==> src/rtl/cpu_isa_pkg.sv <==
// Opcodes of the single-cycle CPU ISA plus the program-loader state and error types.
// Shared by the loader and the control unit so both agree on what is legal.
package cpu_isa_pkg;

    localparam logic [5:0] OP_ADD  = 6'b000000;
    localparam logic [5:0] OP_ADDI = 6'b000001;
    localparam logic [5:0] OP_SUB  = 6'b000010;
    localparam logic [5:0] OP_ORI  = 6'b010000;
    localparam logic [5:0] OP_AND  = 6'b010001;
    localparam logic [5:0] OP_OR   = 6'b010010;
    localparam logic [5:0] OP_MOVE = 6'b100000;
    localparam logic [5:0] OP_SW   = 6'b100110;
    localparam logic [5:0] OP_LW   = 6'b100111;
    localparam logic [5:0] OP_BEQ  = 6'b110000;
    localparam logic [5:0] OP_HALT = 6'b111111;

    typedef enum logic [2:0] {
        StIdle,
        StRecv,
        StWrite,
        StVerify,
        StDone,
        StError
    } load_state_e;

    localparam logic [1:0] ERR_NONE     = 2'b00;
    localparam logic [1:0] ERR_ILLEGAL  = 2'b01;
    localparam logic [1:0] ERR_CHECKSUM = 2'b10;
    localparam logic [1:0] ERR_LENGTH   = 2'b11;

endpackage

==> src/rtl/op_legal_check.sv <==
// Combinational opcode legality check; also usable by the CPU for illegal-instruction traps.
module op_legal_check
    import cpu_isa_pkg::*;
(
    input  logic [5:0] op_i,
    output logic       legal_o
);

    always_comb begin
        legal_o = 1'b0;
        case (op_i)
            OP_ADD, OP_ADDI, OP_SUB, OP_ORI, OP_AND, OP_OR,
            OP_MOVE, OP_SW, OP_LW, OP_BEQ, OP_HALT: legal_o = 1'b1;
            default: legal_o = 1'b0;
        endcase
    end

endmodule

==> src/rtl/prog_loader.sv <==
// Assembles big-endian instruction words from a host byte stream, writes them to instruction
// memory, verifies the image by read-back checksum and holds the CPU until the load succeeds.
module prog_loader
    import cpu_isa_pkg::*;
#(
    parameter int unsigned ADDR_W = 8,
    parameter int unsigned WORD_W = 32
) (
    input  logic              clk_i,
    input  logic              rst_i,
    input  logic              start_i,
    input  logic [ADDR_W-2:0] len_words_i,
    input  logic [7:0]        byte_i,
    input  logic              byte_valid_i,
    output logic              byte_ready_o,
    output logic [ADDR_W-1:0] im_addr_o,
    output logic [WORD_W-1:0] im_wdata_o,
    output logic              im_we_o,
    input  logic [WORD_W-1:0] im_rdata_i,
    output logic              cpu_hold_o,
    output logic              done_o,
    output logic              err_o,
    output logic [1:0]        err_code_o
);

    localparam int unsigned IdxW  = ADDR_W - 2;
    localparam int unsigned LenW  = ADDR_W - 1;
    localparam int unsigned Words = 2 ** IdxW;

    load_state_e       state_q, state_d;
    logic [LenW-1:0]   len_q, len_d;
    logic [IdxW-1:0]   idx_q, idx_d;
    logic [1:0]        byte_cnt_q, byte_cnt_d;
    logic [WORD_W-1:0] word_q, word_d;
    logic [WORD_W-1:0] wsum_q, wsum_d;
    logic [WORD_W-1:0] rsum_q, rsum_d;
    logic [1:0]        err_code_q, err_code_d;

    logic [WORD_W-1:0] word_asm;
    logic [LenW-1:0]   idx_next;
    logic              op_legal;

    // Three held bytes plus the byte on the bus form the complete word on the 4th transfer.
    assign word_asm = {word_q[WORD_W-9:0], byte_i};
    assign idx_next = {1'b0, idx_q} + LenW'(1);

    op_legal_check u_op_legal_check (
        .op_i    (word_asm[WORD_W-1:WORD_W-6]),
        .legal_o (op_legal)
    );

    always_ff @(posedge clk_i or posedge rst_i) begin
        if (rst_i) begin
            state_q    <= StIdle;
            len_q      <= '0;
            idx_q      <= '0;
            byte_cnt_q <= '0;
            word_q     <= '0;
            wsum_q     <= '0;
            rsum_q     <= '0;
            err_code_q <= ERR_NONE;
        end else begin
            state_q    <= state_d;
            len_q      <= len_d;
            idx_q      <= idx_d;
            byte_cnt_q <= byte_cnt_d;
            word_q     <= word_d;
            wsum_q     <= wsum_d;
            rsum_q     <= rsum_d;
            err_code_q <= err_code_d;
        end
    end

    always_comb begin
        state_d    = state_q;
        len_d      = len_q;
        idx_d      = idx_q;
        byte_cnt_d = byte_cnt_q;
        word_d     = word_q;
        wsum_d     = wsum_q;
        rsum_d     = rsum_q;
        err_code_d = err_code_q;
        case (state_q)
            // DONE and ERROR restart exactly like IDLE.
            StIdle, StDone, StError: begin
                if (start_i) begin
                    len_d      = len_words_i;
                    idx_d      = '0;
                    byte_cnt_d = '0;
                    word_d     = '0;
                    wsum_d     = '0;
                    rsum_d     = '0;
                    err_code_d = ERR_NONE;
                    if (len_words_i == '0) begin
                        state_d = StDone;
                    end else if (len_words_i > LenW'(Words)) begin
                        state_d    = StError;
                        err_code_d = ERR_LENGTH;
                    end else begin
                        state_d = StRecv;
                    end
                end
            end
            StRecv: begin
                if (byte_valid_i) begin
                    word_d     = word_asm;
                    byte_cnt_d = byte_cnt_q + 2'd1;
                    if (byte_cnt_q == 2'd3) begin
                        if (op_legal) begin
                            state_d = StWrite;
                        end else begin
                            state_d    = StError;
                            err_code_d = ERR_ILLEGAL;
                        end
                    end
                end
            end
            StWrite: begin
                wsum_d = wsum_q + word_q;
                if (idx_next == len_q) begin
                    state_d = StVerify;
                    idx_d   = '0;
                end else begin
                    state_d    = StRecv;
                    idx_d      = idx_q + IdxW'(1);
                    byte_cnt_d = '0;
                end
            end
            StVerify: begin
                rsum_d = rsum_q + im_rdata_i;
                idx_d  = idx_q + IdxW'(1);
                if (idx_next == len_q) begin
                    if (rsum_d == wsum_q) begin
                        state_d = StDone;
                    end else begin
                        state_d    = StError;
                        err_code_d = ERR_CHECKSUM;
                    end
                end
            end
            default: state_d = StIdle;
        endcase
    end

    always_comb begin
        byte_ready_o = 1'b0;
        im_we_o      = 1'b0;
        im_addr_o    = '0;
        im_wdata_o   = '0;
        cpu_hold_o   = 1'b1;
        done_o       = 1'b0;
        err_o        = 1'b0;
        err_code_o   = err_code_q;
        case (state_q)
            StRecv:   byte_ready_o = 1'b1;
            StWrite: begin
                im_we_o    = 1'b1;
                im_addr_o  = {idx_q, 2'b00};
                im_wdata_o = word_q;
            end
            StVerify: im_addr_o = {idx_q, 2'b00};
            StDone: begin
                done_o     = 1'b1;
                cpu_hold_o = 1'b0;
            end
            StError:  err_o = 1'b1;
            default: ;
        endcase
    end

endmodule
==> config.mk <==
export PLATFORM = sky130hd
export DESIGN_NAME = prog_loader
export DESIGN_NICKNAME = d
export VERILOG_FILES = /design/src/rtl/cpu_isa_pkg.sv /design/src/rtl/op_legal_check.sv /design/src/rtl/prog_loader.sv
export SDC_FILE = /design/constraint.sdc
export NUM_CORES = 1
export LEC_CHECK = 0
export ABC_AREA = 1
export ABC_CLOCK_PERIOD_IN_PS = 5700
export CAP_MARGIN = 20
export CORE_MARGIN = 8
export CORE_UTILIZATION = 60
export DETAILED_ROUTE_END_ITERATION = 10
export HOLD_SLACK_MARGIN = 0.05
export PLACE_DENSITY = 0.93
export SLEW_MARGIN = 40
export SYNTH_ARGS = -nofsm -noshare
export SYNTH_HDL_FRONTEND = slang
export SYNTH_HIERARCHICAL = 1
export SYNTH_SLANG_ARGS = --single-unit
==> constraint.sdc <==
create_clock -name clk_i -period 5.7 [get_ports clk_i]
set_clock_uncertainty 0.05 [all_clocks]
set_input_delay 0.57 -clock clk_i [delete_from_list [all_inputs] [get_ports clk_i]]
set_output_delay 0.57 -clock clk_i [all_outputs]
set_load 0.02 [all_outputs]
# [Word level (Yosys, flattened, before mapping)]
# Cells that the tools add are included.
[word_totals] out_inout_bits=47 regBits=116 wordCells=98 in_bits=51
[op_classes] addsub=5 n_eq_ne=25 n_lt_le_gt_ge=1 muxes=39 reduce_logical=20
[ops] cell="32-bit case mux with 2 select lines" count=3
[ops] cell="32-bit two-way mux" count=3
[ops] cell="32-bit adder" count=2
[ops] cell="32-bit equality test" count=1
[ops] cell="6-bit equality test (second input constant)" count=5
[ops] cell="2-bit two-way mux" count=12
[ops] cell="3-bit two-way mux" count=7
[ops] cell="6-bit by 5-bit equality test with 1-bit output (second input constant)" count=3
[ops] cell="6-bit case mux with 3 select lines" count=1
[ops] cell="2-bit != test (second input constant)" count=7
[ops] cell="6-bit two-way mux" count=2
[ops] cell="2-bit case mux with 3 select lines" count=2
[ops] cell="3-bit case mux with 4 select lines" count=1
[ops] cell="11-bit OR reduction" count=1
[ops] cell="3-bit nonzero test" count=3
[ops] cell="8-bit two-way mux" count=1
[ops] cell="2-bit AND reduction" count=4
[ops] cell="4-bit AND reduction" count=2
[ops] cell="6-bit by 1-bit adder with 7-bit output (second input constant)" count=1
[ops] cell="7-bit equality test" count=1
[ops] cell="7-bit greater-than comparator (second input constant)" count=1
[ops] cell="7-bit logical NOT" count=1
[ops] cell="1-bit two-way mux" count=7
[ops] cell="7-bit AND reduction" count=1
[ops] cell="other kinds (14)" count=18

# [Longest topological paths before layout]
[depth] depth_word=7 mapped_depth=22 ltp_nobuf=22

# [Cells and area by module]
# Netlist, hierarchy kept.
[modules_own_cells] module="prog_loader" cells_each=1510 n_inst=1 area_each_um2=9780.6
[modules_own_cells] module="op_legal_check" cells_each=14 n_inst=1 area_each_um2=55.1

# [Least setup slack after synthesis]
# Ideal clock, no wire load.
[synth_path] path_type="input port to flip-flop" startpoint="input port im_rdata_i[0]" endpoint="register err_code_q[0] (netlist: err_code_o[0])" setup_ns=0.117 t_required_ns=5.533 arrival_ns=2.466 path_slack_ns=3.067 cell_stages=17 path_cell_list="ha_1 > inv_1 > fa_1 > inv_1 > nand3_1 > nand2_1 > nand2_1 > nand2_1 > nand2_1 > nand2_1 > xnor3_1 > nor2_1 > nand2_1 > nor2_2 > nand4_2 > nand4_1 > nand2_1"
[synth_between] elab_chain_cells=4
[synth_rtl] item="start, declared" line="prog_loader.sv:19" rtl="input logic [WORD_W-1:0] im_rdata_i,"
[synth_rtl] item="32-bit adder" line="prog_loader.sv:130" rtl="rsum_d = rsum_q + im_rdata_i;"
[synth_rtl] item="32-bit equality test" line="prog_loader.sv:133" rtl="if (rsum_d == wsum_q) begin"
[synth_rtl] item="2-bit != test (no line)"
[synth_rtl] item="7-bit AND reduction (no line)"
[synth_rtl] item="end signal, assigned" line="prog_loader.sv:70" rtl="err_code_q <= err_code_d;"
[synth_rtl] item="end, declared" line="prog_loader.sv:37" rtl="logic [1:0] err_code_q, err_code_d;"
# No other way between the ends.
# A chain may end at the register's enable or synchronous reset.

# [Final worst setup path]
[layout_path] startpoint="register state_q[1]" endpoint="output port im_wdata_o[2]"
[layout_between] elab_chain_cells=2
[layout_rtl] item="start, declared" line="prog_loader.sv:30" rtl="load_state_e state_q, state_d;"
[layout_rtl] item="start signal, assigned" line="prog_loader.sv:54" rtl="state_q <= StIdle;"
[layout_rtl] item="start signal, assigned" line="prog_loader.sv:63" rtl="state_q <= state_d;"
[layout_rtl] item="3-bit by 2-bit equality test with 1-bit output" line="prog_loader.sv:154" rtl="case (state_q)"
[layout_rtl] item="32-bit two-way mux" line="prog_loader.sv:154"
[layout_rtl] item="end, declared" line="prog_loader.sv:17" rtl="output logic [WORD_W-1:0] im_wdata_o,"
# No other way between the ends.

==> flow_metrics.tcl <==
set metrics [dict create \
    rsz0062_at_grt "false" \
    setup-tns-final_ns 0 \
    p_leak_nw 5.99 \
    power.internal_w 0.00277 \
    power_frac_seq_pct 24.5 \
    numCtsBuffers 17 \
    hold_class "reg2reg" \
    p_sw_share_pct 47.4 \
    ys.flop_type "dfrtp_1" \
    grt_pass1_wl_mm 47.8 \
    cts_hold_buf 0 \
    slew_headroom_pct 46.3 \
    antenna_cells 0 \
    ys_async_sr_fraction_pct 100 \
    stdcell_count 1848 \
    initial_utilization_pct 60.4 \
    place.gp.congestion 0.987 \
    drcViolationCount 0 \
    antenna_found_initial 0 \
    seq_area_frac_synth_pct 29.5 \
    placementRows 47 \
    antenna_left 0 \
    cts.sinks 116 \
    clk_pin_slew_ns 0.06 \
    finalHoldViolations 0 \
    path_max_fanout 30 \
    pin_count 98 \
    fp.dieW_um 144 \
    die_area_mm2 0.0207 \
    dp_hpwl_mm 22.3 \
    synth_seq_cells 116 \
    firstDrtPassIters 6 \
    required_ns 5.08 \
    grt_max_degree 80 \
    p_clk_share_pct 22.1 \
    clockRootBuffer "clkbuf_16" \
    status "completed" \
    critPathLaunchType "register" \
    coreArea_mm2 0.0163 \
    grt_use_total_pct 29.1 \
    min_to "byte_cnt_q[1]" \
    slew_viol_final 0 \
    cts_tree "done" \
    rr_worst_depth 9 \
    syn_avg_cell_area_um2 6.45 \
    dr_total_vias 10403 \
    clock_insertion_delay_worst_skew_ns 0.43 \
    postCtsResizedCells 0 \
    met3_usage_pct 5.35 \
    grt-ovfl-total 0 \
    r2r_end "wsum_q[2]" \
    min_period_over_period_pct 70.6 \
    layout-drive-gt1-share_pct 5.47 \
    cts_setup_buffers 0 \
    r2r_start "state_q[1]" \
    p_per_area_mw_per_mm2 452 \
    wl_per_cell_um 15.8 \
    clock_path_buffers 2 \
    viasPerCell 5.63 \
    first_global_vias 10048 \
    period_needed_ns 4.03 \
    end_kind "primary output" \
    syn_inst 1524 \
    maxCapViolCount 0 \
    portBuffers 95 \
    holdCritStartpoint "byte_cnt_q[1]" \
    die_h_um 144 \
    dpl.cell_count 1816 \
    whs_path_depth 2 \
    totalWireLength_mm 29.3 \
    setup_violations 0 \
    areaGrowthSynthToFinish_pct 18.3 \
    reg2reg_setup_slack_ns 2.24 \
    combPwrFrac_pct 53.4 \
    max_freq_mhz 248 \
    synth_edf_count 0 \
    grt_use_met2_pct 46.8 \
    worstMarginPinSlew_ns 0.801 \
    drt_iter0_drc 977 \
    netlist_area_mm2 0.00984 \
    h-tree-depth 4 \
    irDropWorstVdd_v 0.000266 \
    ys_types 48 \
    ys_warn_count 6 \
    grtUsageMet1_pct 38.0 \
    cp.arrival_ns 3.41 \
    top_usage_layer "met2" \
    p_switching_w 0.00249 \
    fin_nets 1732 \
    path_class "reg2out" \
]
==> metrics by stage <==
stage / utilization, % / setup slack (ns) / hold WS (ns) / area [um2] / power [W]
CTS: 71.4 / 1.70 / 0.455 / 11600 / 0.00519
floorplan: - / 2.01 / 0.407 / 9840 / 0.00330
global route: 71.4 / 1.44 / 0.496 / 11600 / 0.00564
global placement: 67.5 / 2.25 / 0.430 / 11000 / 0.00389
finish: 71.4 / 1.67 / 0.450 / 11600 / 0.00526
detailed placement: 67.5 / 2.15 / 0.438 / 11000 / 0.00399
==> sequential cells by signal, indices dropped and copies added (netlist names) <==
| register | flops |
|---|---|
| byte_cnt_q | 2 |
| err_code_o | 2 |
| idx_q | 6 |
| len_q | 7 |
| rsum_q | 32 |
| state_q | 3 |
| word_q | 32 |
| wsum_q | 32 |
==> cells by family (layout without fill, tap and decap cells) <==
kind of cell / after synthesis / count (layout) / synth area share (%)
simple gates: 794 / 794 / 34.4
buf+inv: 284 / 387 / 10.9
xor+xnor: 36 / 36 / 3.63
compound gates: 222 / 222 / 12.3
mux: 5 / 5 / 0.572
fa+ha+maj: 66 / 66 / 8.55
other cells: 1 / 2 / 0.0381
flops: 116 / 116 / 29.5
==> how the worst max path moves through the flow <==
stage / endpoint / startpoint / cells past startpoint / slack (ns)
after floorplan: byte_cnt_q[0] / rst_i / 1 / 2.01
after global placement: im_wdata_o[3] / state_q[1] / 9 / 2.25
after detailed placement: im_wdata_o[2] / state_q[1] / 9 / 2.15
after CTS: im_wdata_o[2] / state_q[1] / 9 / 1.70
after global routing: im_wdata_o[2] / state_q[1] / 9 / 1.44
final: im_wdata_o[2] / state_q[1] / 9 / 1.67
==> critical path, cell delays in order (launching register included) <==
cell             delay [ns]
dfrtp_1                0.42
inv_2                  0.05
nor2_1                 0.15
inv_2                  0.12
nor2_2                 0.09
buf_4                  0.25
clkinv_1               0.67
buf_4                  0.49
nor2_1                 0.12
clkdlybuf4s50_1        0.61
==> Yosys cell counts (all sizes together), types with 6 or more instances <==
master  number  area, um2
nand2      442       1690
inv        248        931
nand3      173        896
nor2       147        587
dfrtp      116       2900
o21ai      107        543
a21oi       77        389
ha          64        801
clkbuf      22       82.6
xor2        21        184
nand4       16        106
o22ai       13       81.3
xnor2       12        105
buf         10       47.5
o21a         6       45.0
==> placed cells by master, fill, tap and decap left out, drive strengths merged, types with 17 or more instances in the layout <==
master | netlist | layout
inv | 248 | 250
clkbuf | 22 | 17
nand3 | 173 | 173
xor2 | 21 | 21
ha | 64 | 64
clkdlybuf4s50 | 0 | 95
o21ai | 107 | 107
a21oi | 77 | 77
nand2 | 442 | 442
dfrtp | 116 | 116
nor2 | 147 | 147
==> power groups by stage <==
stage	combinational [W]	clock [W]	sequential, W
after floorplan	0.00208	0	0.00122
after global placement	0.00261	0	0.00128
after detailed placement	0.00270	0	0.00129
after CTS	0.00275	0.00116	0.00128
after global routing	0.00312	0.00121	0.00131
final	0.00281	0.00116	0.00129
==> layout make-up <==
class,count,area (um2)
Clock buffer,17,425
Fill cell,1304,4660
Multi-Input combinational cell,1125,5860
Sequential cell,116,2900
Timing Repair Buffer,103,1010
Clock inverter,15,204
Tap cell,220,275
Inverter,252,951
==> metal layers <==
layer / vias up / share of wire, %
met4: 0 / 2.6
met2: 449 / 45
met1: 4795 / 43
met3: 76 / 8.7
li1: 5083 / -
met5: - / 0
No activity file was read; power rests on OpenSTA's default activity.
